### config.mk
export PLATFORM = sky130hd
export DESIGN_NAME = rs232_avm_responder
export DESIGN_NICKNAME = d
export VERILOG_FILES = /design/src/rtl/rs232_avm_responder.sv
export SDC_FILE = /design/constraint.sdc
export NUM_CORES = 1
export LEC_CHECK = 0
export CORE_MARGIN = 1
export CORE_UTILIZATION = 50
export DETAILED_ROUTE_END_ITERATION = 12
export GPL_ROUTABILITY_DRIVEN = 0
export PLACE_DENSITY = 0.87
export RECOVER_POWER = 25
export SYNTH_ARGS = -nofsm -noshare
export SYNTH_HDL_FRONTEND = slang
export SYNTH_SLANG_ARGS = --single-unit
### constraint.sdc
create_clock -name avm_clk -period 5.35 [get_ports avm_clk]
set_input_delay 0.8025 -clock avm_clk [delete_from_list [all_inputs] [get_ports avm_clk]]
set_output_delay 0.8025 -clock avm_clk [all_outputs]
set_load 0.01 [all_outputs]
### src/rtl/rs232_avm_responder.sv
// rs232_avm_responder: Avalon-MM view of a byte-wide 8N1 UART.
// Register map (byte offsets): 0 = RX data, 4 = TX data, 8 = STATUS.
// STATUS layout: [7] rx_full, [6] tx_empty, [3] overrun, [2] frame_err.
module rs232_avm_responder #(
    parameter int CLKS_PER_BIT = 434
) (
    input  logic        avm_clk,
    input  logic        avm_rst,
    input  logic [4:0]  avm_address,
    input  logic        avm_read,
    output logic [31:0] avm_readdata,
    input  logic        avm_write,
    input  logic [31:0] avm_writedata,
    output logic        avm_waitrequest,
    input  logic        uart_rxd,
    output logic        uart_txd
);

    localparam int             CW          = $clog2(CLKS_PER_BIT);
    localparam logic [CW-1:0]  BIT_LAST    = CW'(CLKS_PER_BIT - 1);
    localparam logic [CW-1:0]  HALF_LAST   = CW'(CLKS_PER_BIT / 2 - 1);
    localparam logic [4:0]     ADDR_RX     = 5'd0;
    localparam logic [4:0]     ADDR_TX     = 5'd4;
    localparam logic [4:0]     ADDR_STATUS = 5'd8;

    typedef enum logic [1:0] {RX_IDLE, RX_START, RX_DATA, RX_STOP} rx_state_t;
    typedef enum logic [1:0] {TX_IDLE, TX_START, TX_DATA, TX_STOP} tx_state_t;

    // Handshake: a request (read or write high) is stalled by waitrequest in
    // its first cycle; ack_r rises and the access completes in the second
    // cycle, where waitrequest is low. ack_r then drops, so a request held
    // high turns into back-to-back 2-cycle accesses. Read beats write.
    logic ack_r;
    logic req;
    logic rd_ack;
    logic wr_ack;
    logic rx_rd_clr;
    logic st_rd_clr;
    logic tx_wr;

    logic [7:0] rx_data;
    logic       rx_full;
    logic       overrun;
    logic       frame_err;
    logic [7:0] tx_hold;
    logic       tx_empty;

    logic       rx_meta;
    logic       rx_sync;
    rx_state_t  rx_state;
    rx_state_t  rx_state_nxt;
    logic       rx_tick;
    logic       rx_done;
    logic [CW-1:0] rx_cnt;
    logic [2:0] rx_bit;
    logic [7:0] rx_shift;

    tx_state_t  tx_state;
    tx_state_t  tx_state_nxt;
    logic       tx_tick;
    logic       tx_load;
    logic [CW-1:0] tx_cnt;
    logic [2:0] tx_bit;
    logic [7:0] tx_shift;

    logic       unused_wdata;

    assign unused_wdata    = ^avm_writedata[31:8];
    assign req             = avm_read | avm_write;
    assign avm_waitrequest = req & ~ack_r;
    assign rd_ack          = avm_read & ack_r;
    assign wr_ack          = avm_write & ~avm_read & ack_r;
    assign rx_rd_clr       = rd_ack & (avm_address == ADDR_RX);
    assign st_rd_clr       = rd_ack & (avm_address == ADDR_STATUS);
    assign tx_wr           = wr_ack & (avm_address == ADDR_TX) & tx_empty;

    // Handshake acknowledge and registered read data.
    always_ff @(posedge avm_clk or posedge avm_rst) begin
        if (avm_rst) begin
            ack_r        <= 1'b0;
            avm_readdata <= 32'd0;
        end else begin
            ack_r <= req & ~ack_r;
            if (rd_ack) begin
                case (avm_address)
                    ADDR_RX:     avm_readdata <= {24'd0, rx_data};
                    ADDR_STATUS: avm_readdata <= {24'd0, rx_full, tx_empty, 2'b00,
                                                  overrun, frame_err, 2'b00};
                    default:     avm_readdata <= 32'd0;
                endcase
            end
        end
    end

    // Holding registers and flags; later assignments (sets) win over clears.
    always_ff @(posedge avm_clk or posedge avm_rst) begin
        if (avm_rst) begin
            rx_data   <= 8'd0;
            rx_full   <= 1'b0;
            overrun   <= 1'b0;
            frame_err <= 1'b0;
            tx_hold   <= 8'd0;
            tx_empty  <= 1'b1;
        end else begin
            if (rx_rd_clr) rx_full <= 1'b0;
            if (st_rd_clr) begin
                overrun   <= 1'b0;
                frame_err <= 1'b0;
            end
            if (rx_done) begin
                if (!rx_sync) begin
                    frame_err <= 1'b1;
                end else if (!rx_full || rx_rd_clr) begin
                    rx_data <= rx_shift;
                    rx_full <= 1'b1;
                end else begin
                    overrun <= 1'b1;
                end
            end
            if (tx_load) begin
                tx_empty <= 1'b1;
            end else if (tx_wr) begin
                tx_hold  <= avm_writedata[7:0];
                tx_empty <= 1'b0;
            end
        end
    end

    // Two-flop synchroniser for the asynchronous serial input.
    always_ff @(posedge avm_clk or posedge avm_rst) begin
        if (avm_rst) begin
            rx_meta <= 1'b1;
            rx_sync <= 1'b1;
        end else begin
            rx_meta <= uart_rxd;
            rx_sync <= rx_meta;
        end
    end

    // RX state register.
    always_ff @(posedge avm_clk or posedge avm_rst) begin
        if (avm_rst) rx_state <= RX_IDLE;
        else         rx_state <= rx_state_nxt;
    end

    // RX next state; rx_tick marks the mid-bit sample point of each state.
    always_comb begin
        rx_state_nxt = rx_state;
        rx_tick      = 1'b0;
        case (rx_state)
            RX_IDLE: begin
                if (!rx_sync) rx_state_nxt = RX_START;
            end
            RX_START: begin
                rx_tick = (rx_cnt == HALF_LAST);
                if (rx_tick) rx_state_nxt = rx_sync ? RX_IDLE : RX_DATA;
            end
            RX_DATA: begin
                rx_tick = (rx_cnt == BIT_LAST);
                if (rx_tick && rx_bit == 3'd7) rx_state_nxt = RX_STOP;
            end
            RX_STOP: begin
                rx_tick = (rx_cnt == BIT_LAST);
                if (rx_tick) rx_state_nxt = RX_IDLE;
            end
            default: rx_state_nxt = RX_IDLE;
        endcase
    end

    assign rx_done = (rx_state == RX_STOP) & rx_tick;

    // RX bit timer and LSB-first deserialiser.
    always_ff @(posedge avm_clk or posedge avm_rst) begin
        if (avm_rst) begin
            rx_cnt   <= '0;
            rx_bit   <= 3'd0;
            rx_shift <= 8'd0;
        end else begin
            if (rx_state == RX_IDLE || rx_tick) rx_cnt <= '0;
            else                                rx_cnt <= rx_cnt + 1'b1;
            if (rx_state == RX_IDLE) begin
                rx_bit <= 3'd0;
            end else if (rx_state == RX_DATA && rx_tick) begin
                rx_shift <= {rx_sync, rx_shift[7:1]};
                rx_bit   <= rx_bit + 1'b1;
            end
        end
    end

    // TX state register.
    always_ff @(posedge avm_clk or posedge avm_rst) begin
        if (avm_rst) tx_state <= TX_IDLE;
        else         tx_state <= tx_state_nxt;
    end

    // TX next state; a pending byte is taken in idle or straight after a stop bit.
    always_comb begin
        tx_state_nxt = tx_state;
        tx_load      = 1'b0;
        tx_tick      = (tx_cnt == BIT_LAST);
        case (tx_state)
            TX_IDLE: begin
                tx_tick = 1'b0;
                if (!tx_empty) begin
                    tx_load      = 1'b1;
                    tx_state_nxt = TX_START;
                end
            end
            TX_START: begin
                if (tx_tick) tx_state_nxt = TX_DATA;
            end
            TX_DATA: begin
                if (tx_tick && tx_bit == 3'd7) tx_state_nxt = TX_STOP;
            end
            TX_STOP: begin
                if (tx_tick) begin
                    if (!tx_empty) begin
                        tx_load      = 1'b1;
                        tx_state_nxt = TX_START;
                    end else begin
                        tx_state_nxt = TX_IDLE;
                    end
                end
            end
            default: tx_state_nxt = TX_IDLE;
        endcase
    end

    // TX bit timer, shifter and registered serial output.
    always_ff @(posedge avm_clk or posedge avm_rst) begin
        if (avm_rst) begin
            tx_cnt   <= '0;
            tx_bit   <= 3'd0;
            tx_shift <= 8'd0;
            uart_txd <= 1'b1;
        end else if (tx_load) begin
            tx_cnt   <= '0;
            tx_bit   <= 3'd0;
            tx_shift <= tx_hold;
            uart_txd <= 1'b0;
        end else if (tx_state != TX_IDLE) begin
            if (tx_tick) begin
                tx_cnt <= '0;
                case (tx_state)
                    TX_START: begin
                        uart_txd <= tx_shift[0];
                        tx_shift <= {1'b0, tx_shift[7:1]};
                    end
                    TX_DATA: begin
                        tx_bit <= tx_bit + 1'b1;
                        if (tx_bit == 3'd7) begin
                            uart_txd <= 1'b1;
                        end else begin
                            uart_txd <= tx_shift[0];
                            tx_shift <= {1'b0, tx_shift[7:1]};
                        end
                    end
                    default: uart_txd <= 1'b1;
                endcase
            end else begin
                tx_cnt <= tx_cnt + 1'b1;
            end
        end
    end

endmodule

==> results.ini, run 1 <==
[logic_synthesis]
ys_seq_area_share_pct=51.3
yosys_warnings=0
synthArstFlopShare_pct=100
synth_seq_cells=76
synth_cell_types=47
yosys.area.top_type=dfrtp_1
yosys-top-cells-area=dfrtp_1 (49%), mux2_2 (7.6%), buf_4 (5.1%), ha_1 (4.7%), o21ai_0 (3.1%)
synth_edf_count=0
synth_area_um2=3710
syn_avg_cell_area_um2=11.0
syn-instance-count=337
synth_top_area_share_pct=48.5
synth_ff_type=dfrtp_1

[die]
die-width_um=88.2
die_h_um=88.2
coreArea_um2=7210
rows=31
dieArea_um2=7780
start_util_pct=51.5
io_pins=76

[critical_path]
arrival_ps=3380
crit_start=avm_read
r2r-end=rx_data[7]
start_kind=input port
path_class=input port to register
endpoint_kind=register
crit_required_ps=5590
r2r_slack_ps=2840
r2r_cells=7
r2r_start=rx_cnt[1]
worst-path-max-fanout=10
crit_end=rx_data[7]

[clock_tree]
root_buffer=clkbuf_8
cts_resized=0
hold_buffers=0
cts_sinks=76
cts_buffer_depth=2
insertion_delay_ps=350
cts_setup_buffers=0
htree_levels=3
clkTransAtPathRegs_ps=80
numCtsBuffers=9
cts_tree=built

[route]
viasPerCell=5.28
drc=0
postRouteAntennaNets=0
wl_per_cell_um=14.0
detail_route.first_pass.iterations=4
via_count=2492
wirelength_mm=6.62
first_iter_violations=151

[timing]
skew_ps=6.69
final_max_slew_viol_count=42
slew_headroom_pct=-1.61
holdWs_ps=360
setup_viol=0
fin_crit_sh_pct=58.7
worst_slack_ps=2210
worst_pin_slew_ps=1520
tns_ps=0
post-route-min-period_ps=3140
clock.fmax_mhz=319
rsz0062_at_grt=no
hold_viol=0

[hold_path]
holdCritPathClass=register to register

[power_and_ir_drop]
p_seq_share_pct=53.9
swShare_pct=24.7
power_frac_clock_pct=41.1
total_power_uw=1110
combPwrFrac_pct=5.0
p_leak_uw=0.00200
internal_power_uw=836
ir_drop_mv=0.210
power_density_nw_per_um2=264
power.switching_uw=274

[global_route]
grt_util_all_layers_pct=19.7
gr-total-overflow=0
grt_pass1_wl_mm=11.6
antenna_found_initial=0
grt_pass1_vias=2487
grt_max_degree=42

[run_status]
status=complete, but fails checks
violations=capacitance limit, slew limit

[place]
io_buffers=27
hpwl_mm=4.51
dp.cells=456
preCtsSetupSlack_ps=1900

[cells_and_area]
final_common_cell=dfrtp_1
nNetsFinal=424
layout_common_cells=dfrtp_1 (72), nand2_1 (28), mux2_2 (25)
area_growth_pct=13.2
layout.cells.non_filler=472
nFillCells=600
n_antenna_cell=0
drive_gt1_share_pct=13.9

[flow_run]
maxCapViolCount=1

==> flip-flops by register name, indices dropped and copies added (netlist names), 8 cells and up, named ones only <==
register / flops
tx_shift: 8
rx_shift: 8
tx_hold: 8
tx_cnt: 9
rx_data: 8
avm_readdata: 8
rx_cnt: 9
==> through the flow <==
step	util [%]	area, um^2
2_1_floorplan	-	3800
3_3_place_gp	55.4	4000
3_5_place_dp	55.4	4000
4_1_cts	58.3	4200
5_1_grt	58.3	4200
6_report	58.3	4200
==> worst min path at each step <==
stage,from,endpoint,slack (ps),cells past startpoint
floorplan,rx_meta,rx_sync,350,0
detailed placement,rx_meta,rx_sync,350,0
finish,rx_meta,rx_sync,360,0
global route,rx_meta,rx_sync,370,0
CTS,rx_meta,rx_sync,360,0
global placement,rx_meta,rx_sync,350,0
==> area by class of cell <==
cell class	count	area (um^2)	share of cell area, %
clock buffers	9	124	2.95
clock inverters	7	83.8	1.99
inverters	19	71.3	1.70
multi-input cells	234	1620	38.4
flip-flops and latches	76	1910	45.4
well taps	99	124	2.95
repair buffers	28	278	6.61
==> cells by family (layout without fill, tap and decap cells) <==
kind of cell | Yosys count | count (layout) | synth area share, %
buffers and inverters | 50 | 63 | 7.61
AO/OA/AOI/OAI | 53 | 53 | 9.40
multiplexers | 35 | 35 | 10.3
adder cells (fa/ha/maj) | 14 | 14 | 4.72
other | 1 | 24 | 0.101
XOR/XNOR | 11 | 11 | 2.59
flip-flops | 76 | 76 | 51.3
AND/OR/NAND/NOR | 97 | 97 | 13.9
==> Yosys cell counts, types with 2 or more instances <==
master	n
nand4_1	2
inv_1	19
nor4_1	2
nor2b_1	4
nand3b_1	2
mux2i_1	10
and3_1	2
ha_1	14
mux2_2	25
dfstp_2	4
o21a_1	5
xor2_1	8
clkbuf_1	5
o21ai_0	23
dfrtp_1	72
o22ai_1	2
nand2b_1	5
nor2_1	22
a222oi_1	4
a22o_1	4
nand3_1	13
nand2_1	28
a31oi_1	2
nor3_1	7
xnor2_1	3
a21oi_1	4
nor4_2	2
buf_4	25
==> power groups by stage <==
stage          clock network (uW)  registers, uW  logic [uW]
3_5_place_dp                    0            609        57.1
2_1_floorplan                   0            606        45.2
4_1_cts                       462            598        57.8
5_1_grt                       486            600        64.3
3_3_place_gp                    0            608        55.7
6_report                      456            598        56.0
==> metal layers <==
| metal | GRT usage (%) | routed length (um) | part of all wire (%) |
|---|---|---|---|
| met4 | 7.04 | 125 | 1.9 |
| met1 | 25.5 | 2920 | 44 |
| met3 | 5.84 | 292 | 4.4 |
| met2 | 31.6 | 3280 | 50 |
| met5 | 0 | 0 | 0 |
==> critical path, cell delays in order <==
cell and delay, ps:
dlygate4sd3_1 560, nand2_1 280, nor3b_4 480, nand2b_1 200, nor2b_1 630, mux2_2 410
Power figures use the tool's default switching activity.
==> inputs of run 2 (changes only) <==
==> constraint.sdc (replaced) <==
create_clock -name avm_clk -period 2.9 [get_ports avm_clk]
set_input_delay 0.435 -clock avm_clk [delete_from_list [all_inputs] [get_ports avm_clk]]
set_output_delay 0.435 -clock avm_clk [all_outputs]
set_load 0.01 [all_outputs]
==> run 2 against run 1 <==
Against the previous run: the run now ends clean; sequential share of layout area fell by 0.32 points; register-to-register slack got worse by 2100 ps; wire length fell by 0.27%; critical endpoint unchanged; largest power group unchanged.
==> results.ini, run 2 (synthesized netlist as in run 1, its figures left out) <==
[run_status]
status=completed

[route]
postRouteAntennaNets=0  ; unchanged
wirelength_mm=6.60  ; -0.27%
via_count=2473  ; -0.76%
wl_per_cell_um=13.8  ; -1.3%
drc=0  ; unchanged
first_iter_violations=190  ; +26%
detail_route.first_pass.iterations=4  ; unchanged
viasPerCell=5.18  ; -1.8%

[global_route]
grt_util_all_layers_pct=19.3  ; -0.46 points
grt_pass1_wl_mm=11.4  ; -1.3%
antenna_found_initial=0  ; unchanged
gr-total-overflow=0  ; unchanged
grt_pass1_vias=2460  ; -1.1%
grt_max_degree=37  ; -12%

[critical_path]
arrival_ps=2410  ; -970 ps
cp_slowest_cell=dlygate4sd3_1
path_class=input port to register
cp_top_family=simple AND/OR/NAND/NOR gates
r2r_slack_ps=740  ; -2100 ps
endpoint_kind=register
worst-path-max-fanout=10  ; unchanged
path_buf_inv=2  ; +1
start_kind=input port
r2r_cells=8  ; +1
r2r-end=rx_data[7]
r2r_start=rx_cnt[1]
path_cells=dlygate4sd3_1 > nand2_1 > nor3b_4 > nand2b_1 > nor2b_1 > buf_4 > mux2_2
crit_required_ps=3130  ; -2460 ps
cpPeakStageDelay_ps=560  ; -70 ps

[timing]
skew_ps=16.0  ; +9.36 ps
post-route-min-period_ps=2170
slew_headroom_pct=13.0  ; +15 points
tns_ps=0  ; unchanged
rsz0062_at_grt=no
fin_crit_sh_pct=75.0
hold_viol=0  ; unchanged
worst_pin_slew_ps=1300  ; -218 ps
setup_viol=0  ; unchanged
clock.fmax_mhz=460
final_max_slew_viol_count=0  ; -100%

[cells_and_area]
drive_gt1_share_pct=15.1  ; +1.1 points
fin_util_pct=58.7  ; +0.42 points
area_growth_pct=14.0
final_common_cell=dfrtp_1
layout_common_cells=dfrtp_1 (72), nand2_1 (28), mux2_2 (25)
reg.largest.list=rx_cnt: 9 flops, tx_cnt: 9 flops
nNetsFinal=429  ; +1.2%
n_antenna_cell=0  ; unchanged

[power_and_ir_drop]
ir_drop_mv=0.457  ; +120%
p_leak_uw=0.00203  ; +1.4%
power_density_nw_per_um2=483  ; +83%

[hold_path]
hold_start=rx_meta
holdCritPathClass=register to register
hold-path-cell-count=0  ; unchanged
min_to=rx_sync

[die]
io_pins=76  ; unchanged
die_h_um=88.2  ; unchanged
die-width_um=88.2  ; unchanged
dieArea_um2=7780  ; unchanged
coreArea_um2=7210  ; unchanged
start_util_pct=51.5  ; unchanged
rows=31  ; unchanged

[clock_tree]
htree_levels=3  ; unchanged
root_buffer=clkbuf_8
hold_buffers=0  ; unchanged
clkTransAtPathRegs_ps=80  ; about the same
cts_resized=0  ; unchanged
cts_buffer_depth=2  ; unchanged
insertion_delay_ps=360  ; about the same
cts_tree=built
numCtsBuffers=9  ; unchanged
cts_sinks=76  ; unchanged
cts_setup_buffers=0  ; unchanged

[place]
hpwl_mm=4.59  ; +1.6%
io_buffers=27  ; unchanged

[flow_run]
maxCapViolCount=0  ; -1

==> run 2: cell count changes in the layout (fill, tap and decap cells not counted), sizes merged <==
cell	previous run	this run
inv	22	23
clkinvlp	1	0
buf	1	5
clkbuf	9	10
==> run 2: worst reg2reg max path, delay by kind of cell, from the launching register on <==
family,cells,cell delay [ps]
DFF,1,420
adders and majority gates,1,170
muxes,1,350
and+or+nand+nor,4,830
buffers and inverters,2,280
==> run 2: power by group <==
part | switching [uW] | total [uW] | internal (uW)
Clock | 424 | 834 | 410
Combinational | 60.7 | 107 | 45.9
Sequential | 18.6 | 1100 | 1090
==> run 2: layer usage <==
layer  GRT usage, %  part of all wire (%)  up-vias
met5              0                     0        -
met1           24.4                    44     1210
met3           4.15                   3.5       11
met2           31.9                    50       55
li1               -                     -     1197
met4           8.36                   1.9        0
==> run 2: area by class of cell <==
cell class                      instances  area (um^2)
Clock inverter                          7         78.8
Inverter                               19         71.3
Tap cell                               99          124
Timing Repair Buffer                   33          313
Clock buffer                            9          124
Multi-Input combinational cell        234         1620
Sequential cell                        76         1910
Fill cell                             583         2980
==> run 2: worst max path at each step <==
stage / from / to / slack [ps] / depth (start not counted)
final: avm_read / rx_data[7] / 730 / 7
after global placement: avm_address[1] / rx_data[7] / 530 / 7
after floorplan: avm_rst / async pin / 530 / 1
after detailed placement: avm_read / rx_data[0] / 460 / 7
after CTS: rx_cnt[1] / rx_data[7] / 730 / 8
after global routing: avm_rst / rx_state[0] / 410 / 3
==> run 2: metrics by stage <==
step,area (um^2),worst slack (ps),std cells,power [uW],hold WS (ps)
4_1_cts,4250,730,477,2070,366
3_3_place_gp,4050,533,461,1230,346
6_report,4230,725,477,2050,368
3_5_place_dp,4050,465,461,1230,348
2_1_floorplan,3800,533,360,1200,345
5_1_grt,4230,407,477,2120,372
